`src/rtl/unidade_controle_pkg.sv`:
```
// unidade_controle_pkg: shared state encodings, db_estado codes and width helper
// for the multiplayer control unit.
//   S_*        : state encodings, also used verbatim as db_estado codes
//   DB_ILEGAL  : db_estado code shown for an unreachable state encoding
//   pw_width() : bit width needed to index n items (never less than 1)
package unidade_controle_pkg;

    localparam logic [4:0] S_INICIAL       = 5'h00;
    localparam logic [4:0] S_INICIALIZA    = 5'h01;
    localparam logic [4:0] S_EXIBE         = 5'h02;
    localparam logic [4:0] S_INICIA_RODADA = 5'h03;
    localparam logic [4:0] S_ESPERA        = 5'h04;
    localparam logic [4:0] S_REGISTRA      = 5'h05;
    localparam logic [4:0] S_COMPARA       = 5'h06;
    localparam logic [4:0] S_PROXIMA       = 5'h07;
    localparam logic [4:0] S_ESPERA_ADIC   = 5'h08;
    localparam logic [4:0] S_REGISTRA_ADIC = 5'h09;
    localparam logic [4:0] S_GRAVA         = 5'h0A;
    localparam logic [4:0] S_AUMENTA       = 5'h0B;
    localparam logic [4:0] S_PASSA_VEZ     = 5'h0C;
    localparam logic [4:0] S_ELIMINA       = 5'h0D;
    localparam logic [4:0] S_FINAL         = 5'h0E;
    localparam logic [4:0] DB_ILEGAL       = 5'h1F;

    function automatic int pw_width(input int n);
        return (n > 2) ? $clog2(n) : 1;
    endfunction

endpackage

```
`src/rtl/contador_m.sv`:
```
// contador_m: modulo-M counter with synchronous clear, enable and end flag.
//   clock, reset : clock and asynchronous active-high reset
//   zera         : clear to 0 (wins over conta)
//   conta        : advance by one, wrapping from M-1 to 0
//   fim          : high while the count equals M-1
module contador_m
    import unidade_controle_pkg::*;
#(
    parameter int M = 2
) (
    input  logic clock,
    input  logic reset,
    input  logic zera,
    input  logic conta,
    output logic fim
);

    localparam int W = pw_width(M);
    localparam logic [W-1:0] ULTIMO = W'(M - 1);

    logic [W-1:0] cnt_q, cnt_d;

    always_comb begin
        cnt_d = zera ? '0 : conta ? ((cnt_q == ULTIMO) ? '0 : cnt_q + 1'b1) : cnt_q;
    end

    always_ff @(posedge clock or posedge reset) begin
        if (reset) cnt_q <= '0;
        else       cnt_q <= cnt_d;
    end

    assign fim = cnt_q == ULTIMO;

endmodule

```
`src/rtl/unidade_controle_multijogador.sv`:
```
// unidade_controle_multijogador: Moore control FSM for an N-player memory game.
// Build option: define UNIDADE_CONTROLE_TIMEOUT_EN to enable the per-move timeout.
//   clock, reset                 : clock, asynchronous active-high reset
//   iniciar, jogada, igual,
//   fimRodada, fimTotal,
//   timeout_en                   : control inputs sampled on the rising edge
//   contaC, zeraC, registraR,
//   zeraR, zeraCL, contaCL,
//   escreve, mostraLeds          : datapath strobes
//   jogador                      : index of the player whose turn it is
//   vivos                        : mask of players still in the game
//   pronto, acertou,
//   errou_timeout                : game over / finished on fimTotal / eliminated by timeout
//   db_estado                    : current state code (0x1F for an illegal encoding)
module unidade_controle_multijogador
    import unidade_controle_pkg::*;
#(
    parameter int N_PLAYERS      = 2,
    parameter int SHOW_CYCLES    = 1000,
    parameter int TIMEOUT_CYCLES = 5000,
    localparam int PW            = pw_width(N_PLAYERS)
) (
    input  logic                 clock,
    input  logic                 reset,
    input  logic                 iniciar,
    input  logic                 jogada,
    input  logic                 igual,
    input  logic                 fimRodada,
    input  logic                 fimTotal,
    input  logic                 timeout_en,
    output logic                 contaC,
    output logic                 zeraC,
    output logic                 registraR,
    output logic                 zeraR,
    output logic                 zeraCL,
    output logic                 contaCL,
    output logic                 escreve,
    output logic                 mostraLeds,
    output logic [PW-1:0]        jogador,
    output logic [N_PLAYERS-1:0] vivos,
    output logic                 pronto,
    output logic                 acertou,
    output logic                 errou_timeout,
    output logic [4:0]           db_estado
);

    logic [4:0]           state_q, state_d;
    logic [PW-1:0]        jogador_q, jogador_d;
    logic [N_PLAYERS-1:0] vivos_q, vivos_d;
    logic                 acertou_q, acertou_d;
    logic                 entra_adic_q, entra_adic_d;
    logic                 fim_exibe, expira, em_espera, legal, ultimo;
    logic [N_PLAYERS-1:0] vivos_sem_atual;

    // Next alive player after 'atual', searching forward with wrap-around.
    // Iterating from the farthest offset down lets the nearest hit win.
    function automatic logic [PW-1:0] proximo(input logic [PW-1:0] atual,
                                              input logic [N_PLAYERS-1:0] mask);
        logic [PW-1:0]        r;
        logic [N_PLAYERS-1:0] sh;
        int                   idx;
        r = atual;
        for (int i = N_PLAYERS - 1; i >= 1; i--) begin
            idx = (int'(atual) + i) % N_PLAYERS;
            sh  = mask >> idx;
            if (sh[0]) r = PW'(idx);
        end
        return r;
    endfunction

    assign em_espera       = state_q == S_ESPERA || state_q == S_ESPERA_ADIC;
    assign legal           = state_q <= S_FINAL;
    assign vivos_sem_atual = vivos_q & ~(N_PLAYERS'(1) << jogador_q);
    // Exactly one bit left set once the current player is removed.
    assign ultimo          = vivos_sem_atual != '0 &&
                             (vivos_sem_atual & (vivos_sem_atual - 1'b1)) == '0;

    contador_m #(.M(SHOW_CYCLES)) u_exibe (
        .clock (clock),
        .reset (reset),
        .zera  (state_q != S_EXIBE),
        .conta (state_q == S_EXIBE),
        .fim   (fim_exibe)
    );

`ifdef UNIDADE_CONTROLE_TIMEOUT_EN
    logic fim_timeout, errou_q, errou_d;

    contador_m #(.M(TIMEOUT_CYCLES)) u_timeout (
        .clock (clock),
        .reset (reset),
        .zera  (!em_espera),
        .conta (timeout_en),
        .fim   (fim_timeout)
    );

    assign expira = timeout_en && fim_timeout;

    // A jogada in the expiry cycle wins, so the flag only latches without one.
    always_comb begin
        errou_d = (state_q == S_INICIALIZA) ? 1'b0 :
                  (em_espera && !jogada && expira) ? 1'b1 : errou_q;
    end

    always_ff @(posedge clock or posedge reset) begin
        if (reset) errou_q <= 1'b0;
        else       errou_q <= errou_d;
    end

    assign errou_timeout = errou_q;
`else
    logic unused_timeout_en;
    assign unused_timeout_en = timeout_en;
    assign expira            = 1'b0;
    assign errou_timeout     = 1'b0;
`endif

    always_comb begin
        state_d = S_INICIAL;
        case (state_q)
            S_INICIAL:       state_d = iniciar ? S_INICIALIZA : S_INICIAL;
            S_INICIALIZA:    state_d = S_EXIBE;
            S_EXIBE:         state_d = fim_exibe ? S_INICIA_RODADA : S_EXIBE;
            S_INICIA_RODADA: state_d = S_ESPERA;
            S_ESPERA:        state_d = jogada ? S_REGISTRA : expira ? S_ELIMINA : S_ESPERA;
            S_REGISTRA:      state_d = S_COMPARA;
            S_COMPARA:       state_d = !igual ? S_ELIMINA : !fimRodada ? S_PROXIMA :
                                       fimTotal ? S_FINAL : S_ESPERA_ADIC;
            S_PROXIMA:       state_d = S_ESPERA;
            S_ESPERA_ADIC:   state_d = jogada ? S_REGISTRA_ADIC : expira ? S_ELIMINA : S_ESPERA_ADIC;
            S_REGISTRA_ADIC: state_d = S_GRAVA;
            S_GRAVA:         state_d = S_AUMENTA;
            S_AUMENTA:       state_d = S_PASSA_VEZ;
            S_PASSA_VEZ:     state_d = S_INICIA_RODADA;
            S_ELIMINA:       state_d = ultimo ? S_FINAL : S_INICIA_RODADA;
            S_FINAL:         state_d = iniciar ? S_INICIALIZA : S_FINAL;
            default:         state_d = S_INICIAL;
        endcase
    end

    // Advancing past the eliminated player with the already-reduced mask means
    // that, when the game ends by elimination, jogador lands on the survivor.
    always_comb begin
        vivos_d      = (state_q == S_INICIALIZA) ? '1 :
                       (state_q == S_ELIMINA) ? vivos_sem_atual : vivos_q;
        jogador_d    = (state_q == S_INICIALIZA) ? '0 :
                       (state_q == S_PASSA_VEZ) ? proximo(jogador_q, vivos_q) :
                       (state_q == S_ELIMINA) ? proximo(jogador_q, vivos_sem_atual) : jogador_q;
        acertou_d    = (state_q == S_INICIALIZA) ? 1'b0 :
                       (state_q == S_COMPARA && igual && fimRodada && fimTotal) ? 1'b1 : acertou_q;
        entra_adic_d = state_d == S_ESPERA_ADIC && state_q != S_ESPERA_ADIC;
    end

    always_ff @(posedge clock or posedge reset) begin
        if (reset) begin
            state_q      <= S_INICIAL;
            jogador_q    <= '0;
            vivos_q      <= '1;
            acertou_q    <= 1'b0;
            entra_adic_q <= 1'b0;
        end else begin
            state_q      <= state_d;
            jogador_q    <= jogador_d;
            vivos_q      <= vivos_d;
            acertou_q    <= acertou_d;
            entra_adic_q <= entra_adic_d;
        end
    end

    assign zeraC      = state_q inside {S_INICIAL, S_INICIALIZA, S_INICIA_RODADA};
    // reset is ORed in so the register clear is visible while reset is held.
    assign zeraR      = reset || state_q == S_INICIALIZA;
    assign zeraCL     = state_q == S_INICIALIZA;
    assign contaC     = state_q == S_PROXIMA || entra_adic_q;
    assign registraR  = state_q == S_REGISTRA || state_q == S_REGISTRA_ADIC;
    assign escreve    = state_q == S_GRAVA;
    assign contaCL    = state_q == S_AUMENTA;
    assign mostraLeds = legal && !(state_q inside {S_INICIAL, S_INICIALIZA, S_FINAL});
    assign pronto     = state_q == S_FINAL;
    assign jogador    = jogador_q;
    assign vivos      = vivos_q;
    assign acertou    = acertou_q;
    assign db_estado  = legal ? state_q : DB_ILEGAL;

endmodule

```
`config.mk`:
```
export PLATFORM = sky130hd
export DESIGN_NAME = unidade_controle_multijogador
export DESIGN_NICKNAME = d
export VERILOG_FILES = /design/src/rtl/unidade_controle_pkg.sv /design/src/rtl/contador_m.sv /design/src/rtl/unidade_controle_multijogador.sv
export SDC_FILE = /design/constraint.sdc
export NUM_CORES = 1
export LEC_CHECK = 0
export ABC_AREA = 1
export CAP_MARGIN = 15
export CORE_ASPECT_RATIO = 1.5
export CORE_UTILIZATION = 44
export DETAILED_ROUTE_END_ITERATION = 8
export GPL_TIMING_DRIVEN = 0
export PLACE_DENSITY_LB_ADDON = 0.2
export SYNTH_ARGS = -nofsm -noshare
export SYNTH_HDL_FRONTEND = slang
export SYNTH_SLANG_ARGS = --single-unit
```
`constraint.sdc`:
```
create_clock -name clock -period 1.4 [get_ports clock]
set_clock_uncertainty 0.2 [all_clocks]
set_input_delay 0.35 -clock clock [delete_from_list [all_inputs] [get_ports clock]]
set_output_delay 0.35 -clock clock [all_outputs]
set_load 0.01 [all_outputs]
```
==> summary.md <==
| Metric | Value |
|---|---|
| Depth of the CTS H-tree | 1 |
| Static leakage | 0.945 nW |
| Via count | 1341 |
| Initial antenna violation count | 0 |
| Pwr dens | 1790 mW/mm^2 |
| Largest area contributor in the netlist | dfrtp_1 |
| Fin. Hold Viols | 0 |
| GR Util met1 | 27.8% |
| Die height | 64.8 um |
| Worst reg2reg path depth | 10 |
| Dpl hpwl | 2120 um |
| Via density | 5.41 |
| Ratio of cells with drive above 1 in the final layout | 55.4% |
| Mapped Cells | 160 |
| Die area | 0.00284 mm^2 |
| Net Sw Power | 1.64 mW |
| Core Util, Final | 79.5% |
| N_diodes | 0 |
| YS warnings | 0 |
| Sw frac | 46.5% |
| Fillers | 158 |
| Most frequent cell after synthesis | nand2_1 |
| Detail Route Antenna Nets | 0 |
| FF+latch count, synth | 19 |
| Clk pin slew, worst setup/hold paths | 0.12 ns |
| RSZ-0062 raised after global routing | true |
| Detailed Route Iter0 Violations | 53 |
| Worst skew pair latency | 0.30 ns |
| Clock Tree Buf Depth | 2 |
| Clock power share | 7.9% |
| Die X | 43.9 um |
| Violated checks | design-rule violations, negative setup slack |
| RePlAce Congestion | 0.887 |
| WL per Instance | 16.1 um |
| Worst EP required | 0.85 ns |
| Total GRT Usage | 25.5% |
| Remaining global-route overflow | 0 |
| Mean Syn Cell Area | 7.23 um^2 |
| Post-synth cell types | 25 |
| Int Pwr | 1.89 mW |
| Sequential power share | 23.8% |
| Async SR Flop Fraction | 100% |
| Combinational power share | 68.3% |
| Synth top area share | 36.8% |
| Max Cap Viol | 0 |
| TritonRoute pass-1 iters | 6 |
| Predominant post-synthesis flop cell | dfrtp_1 |
| Top cells by area, synth | dfrtp_1 (37%), nand2_1 (11%), nor2_1 (8.1%), inv_1 (5.5%), nand3_1 (4.8%) |
| Root buffer cell | clkbuf_4 |
| WS Path Type | flip-flop to output pin |
| P&R area growth vs syn | 70.3% |
| Post-route setup slack | -0.526 ns |
| Part of the cycle the worst path needs | 138% |
| Hold Crit Class | input pin to asynchronous set/reset pin |
| Initial core utilization | 46.7% |
| Final number of setup-violating endpoints | 34 |
| Fin nets | 234 |
| Port Buffers | 24 |
| CTS tree | done |
| Total CTS buffers | 3 |
| Status | finished, violations left |
| Worst setup SP type | flip-flop |
| Element type at the critical path end | output pin |
| Net count after synthesis | 169 |
| Final min period | 1.93 ns |
| Busiest grt layer | met2 |
| Max Clock Freq | 519 MHz |
| Residual DRC count | 3 |
| Post-synth top cells | nand2_1 (34), nor2_1 (25), dfrtp_1 (17), inv_1 (17), nand3_1 (11) |
| Met3 GRT Util | 1.39% |
| Worst vdd ir | 0.00126 V |
| Clock sink count | 19 |
| # rows | 22 |
| Routed WL | 3990 um |
| Largest net degree at the start of global routing | 12 |
| First-pass GRT wire length | 5370 um |
| CP Max Fanout | 6 |
| IO Pins | 27 |
| Finished Cell Area | 0.00197 mm^2 |
| Final slew viol count | 0 |
| Post-synth EDFFs | 0 |
| Core Area | 0.00248 mm^2 |
| Sequential share of the synthesized area | 41.3% |
| Crit path arrival time | 1.38 ns |
| DP Area | 0.00146 mm^2 |
| GR Util met2 | 45.9% |
| Number of global-route vias before repair | 1253 |
| Netlist Area Pre-Place | 0.00116 mm^2 |
-- what timing repair did --
action / 4_1_cts / 5_1_grt
setup endpoints to repair: 29 / 37
hold buffers: 0 / 0
setup buffers: 19 / 17
gates resized for setup: 105 / 43
gates cloned: 1 / 0
pin swaps: 19 / 20
-- layout by cell type (no fill, tap or decap), drive strengths merged --
cell	instances
buf	55
nand2	43
nor2	31
inv	22
dfrtp	17
nand3	12
clkdlybuf4s50	6
o21ai	6
nor3	6
clkbuf	6
a21oi	5
nand4	2
xor2	2
dfstp	2
clkinvlp	2
o211ai	1
a41oi	1
o21bai	1
o221ai	1
ha	1
conb	1
clkinv	1
-- metrics by stage --
stage | hold slack [ns] | power, mW | worst slack, ns | TNS [ns] | cells
floorplan | -0.00100 | 1.69 | -0.0606 | -0.0927 | 160
finish | 0.242 | 3.53 | -0.526 | -9.70 | 248
global route | 0.275 | 3.71 | -0.573 | -11.18 | 248
CTS | 0.269 | 2.94 | -0.503 | -7.84 | 232
detailed placement | 0.311 | 2.24 | -1.16 | -9.43 | 208
global placement | 0.292 | 2.21 | -1.15 | -8.81 | 208
-- power groups by stage --
stage                     Combinational [mW]  Clock, mW  Sequential, mW
after detailed placement                1.40          0           0.847
after global routing                    2.55      0.306           0.854
final                                   2.41      0.279           0.840
after floorplan                        0.850          0           0.837
after CTS                               1.85      0.278           0.819
after global placement                  1.37          0           0.837
-- final timing paths --
check                      slack (ns)              from                to
min reg2reg                      0.36  u_exibe.cnt_q[0]  u_exibe.cnt_q[0]
max in group asynchronous        0.47             reset        state_q[3]
max reg2reg                     -0.35        state_q[2]      entra_adic_q
min                              0.24             reset  u_exibe.cnt_q[0]
min in group clock               0.36  u_exibe.cnt_q[0]  u_exibe.cnt_q[0]
max                             -0.53        state_q[3]         registraR
-- worst max-delay path, stage by stage (launching register included) --
cell	delay, ns
dfrtp_2	0.49
buf_4	0.15
buf_6	0.10
nand2_8	0.06
a21oi_2	0.14
buf_2	0.15
-- per-layer routing --
layer	vias to the layer above	routed length, um
li1	634	-
met1	629	1320
met2	60	2340
met3	18	168
met4	0	167
met5	-	0
-- layout make-up --
cell class	count	area, um^2	area share (%)
flip-flops and latches	19	483	24.5
well taps	24	30.0	1.52
multi-input cells	113	800	40.6
clock inverters	1	5.00	0.254
repair buffers	60	505	25.7
plain buffers	4	18.8	0.953
repair inverters	1	5.00	0.254
clock buffers	3	22.5	1.14
inverters	23	100	5.08
-- logic make-up (layout without fill, tap and decap cells) --
kind of cell | after synthesis | in the layout | share of synthesized area [%]
simple gates | 94 | 94 | 38.7
buf+inv | 28 | 92 | 9.42
flops | 19 | 19 | 41.3
compound gates | 15 | 15 | 7.58
xor+xnor | 2 | 2 | 1.52
fa+ha+maj | 1 | 1 | 1.08
other cells | 1 | 1 | 0.324
-- sequential cells by signal, summed over array words and instances, names as in the netlist --
register and count:
u_exibe.cnt_q 10, state_q 4, vivos 2, acertou 1, entra_adic_q 1, jogador 1
No activity file was read; power rests on OpenSTA's default activity.
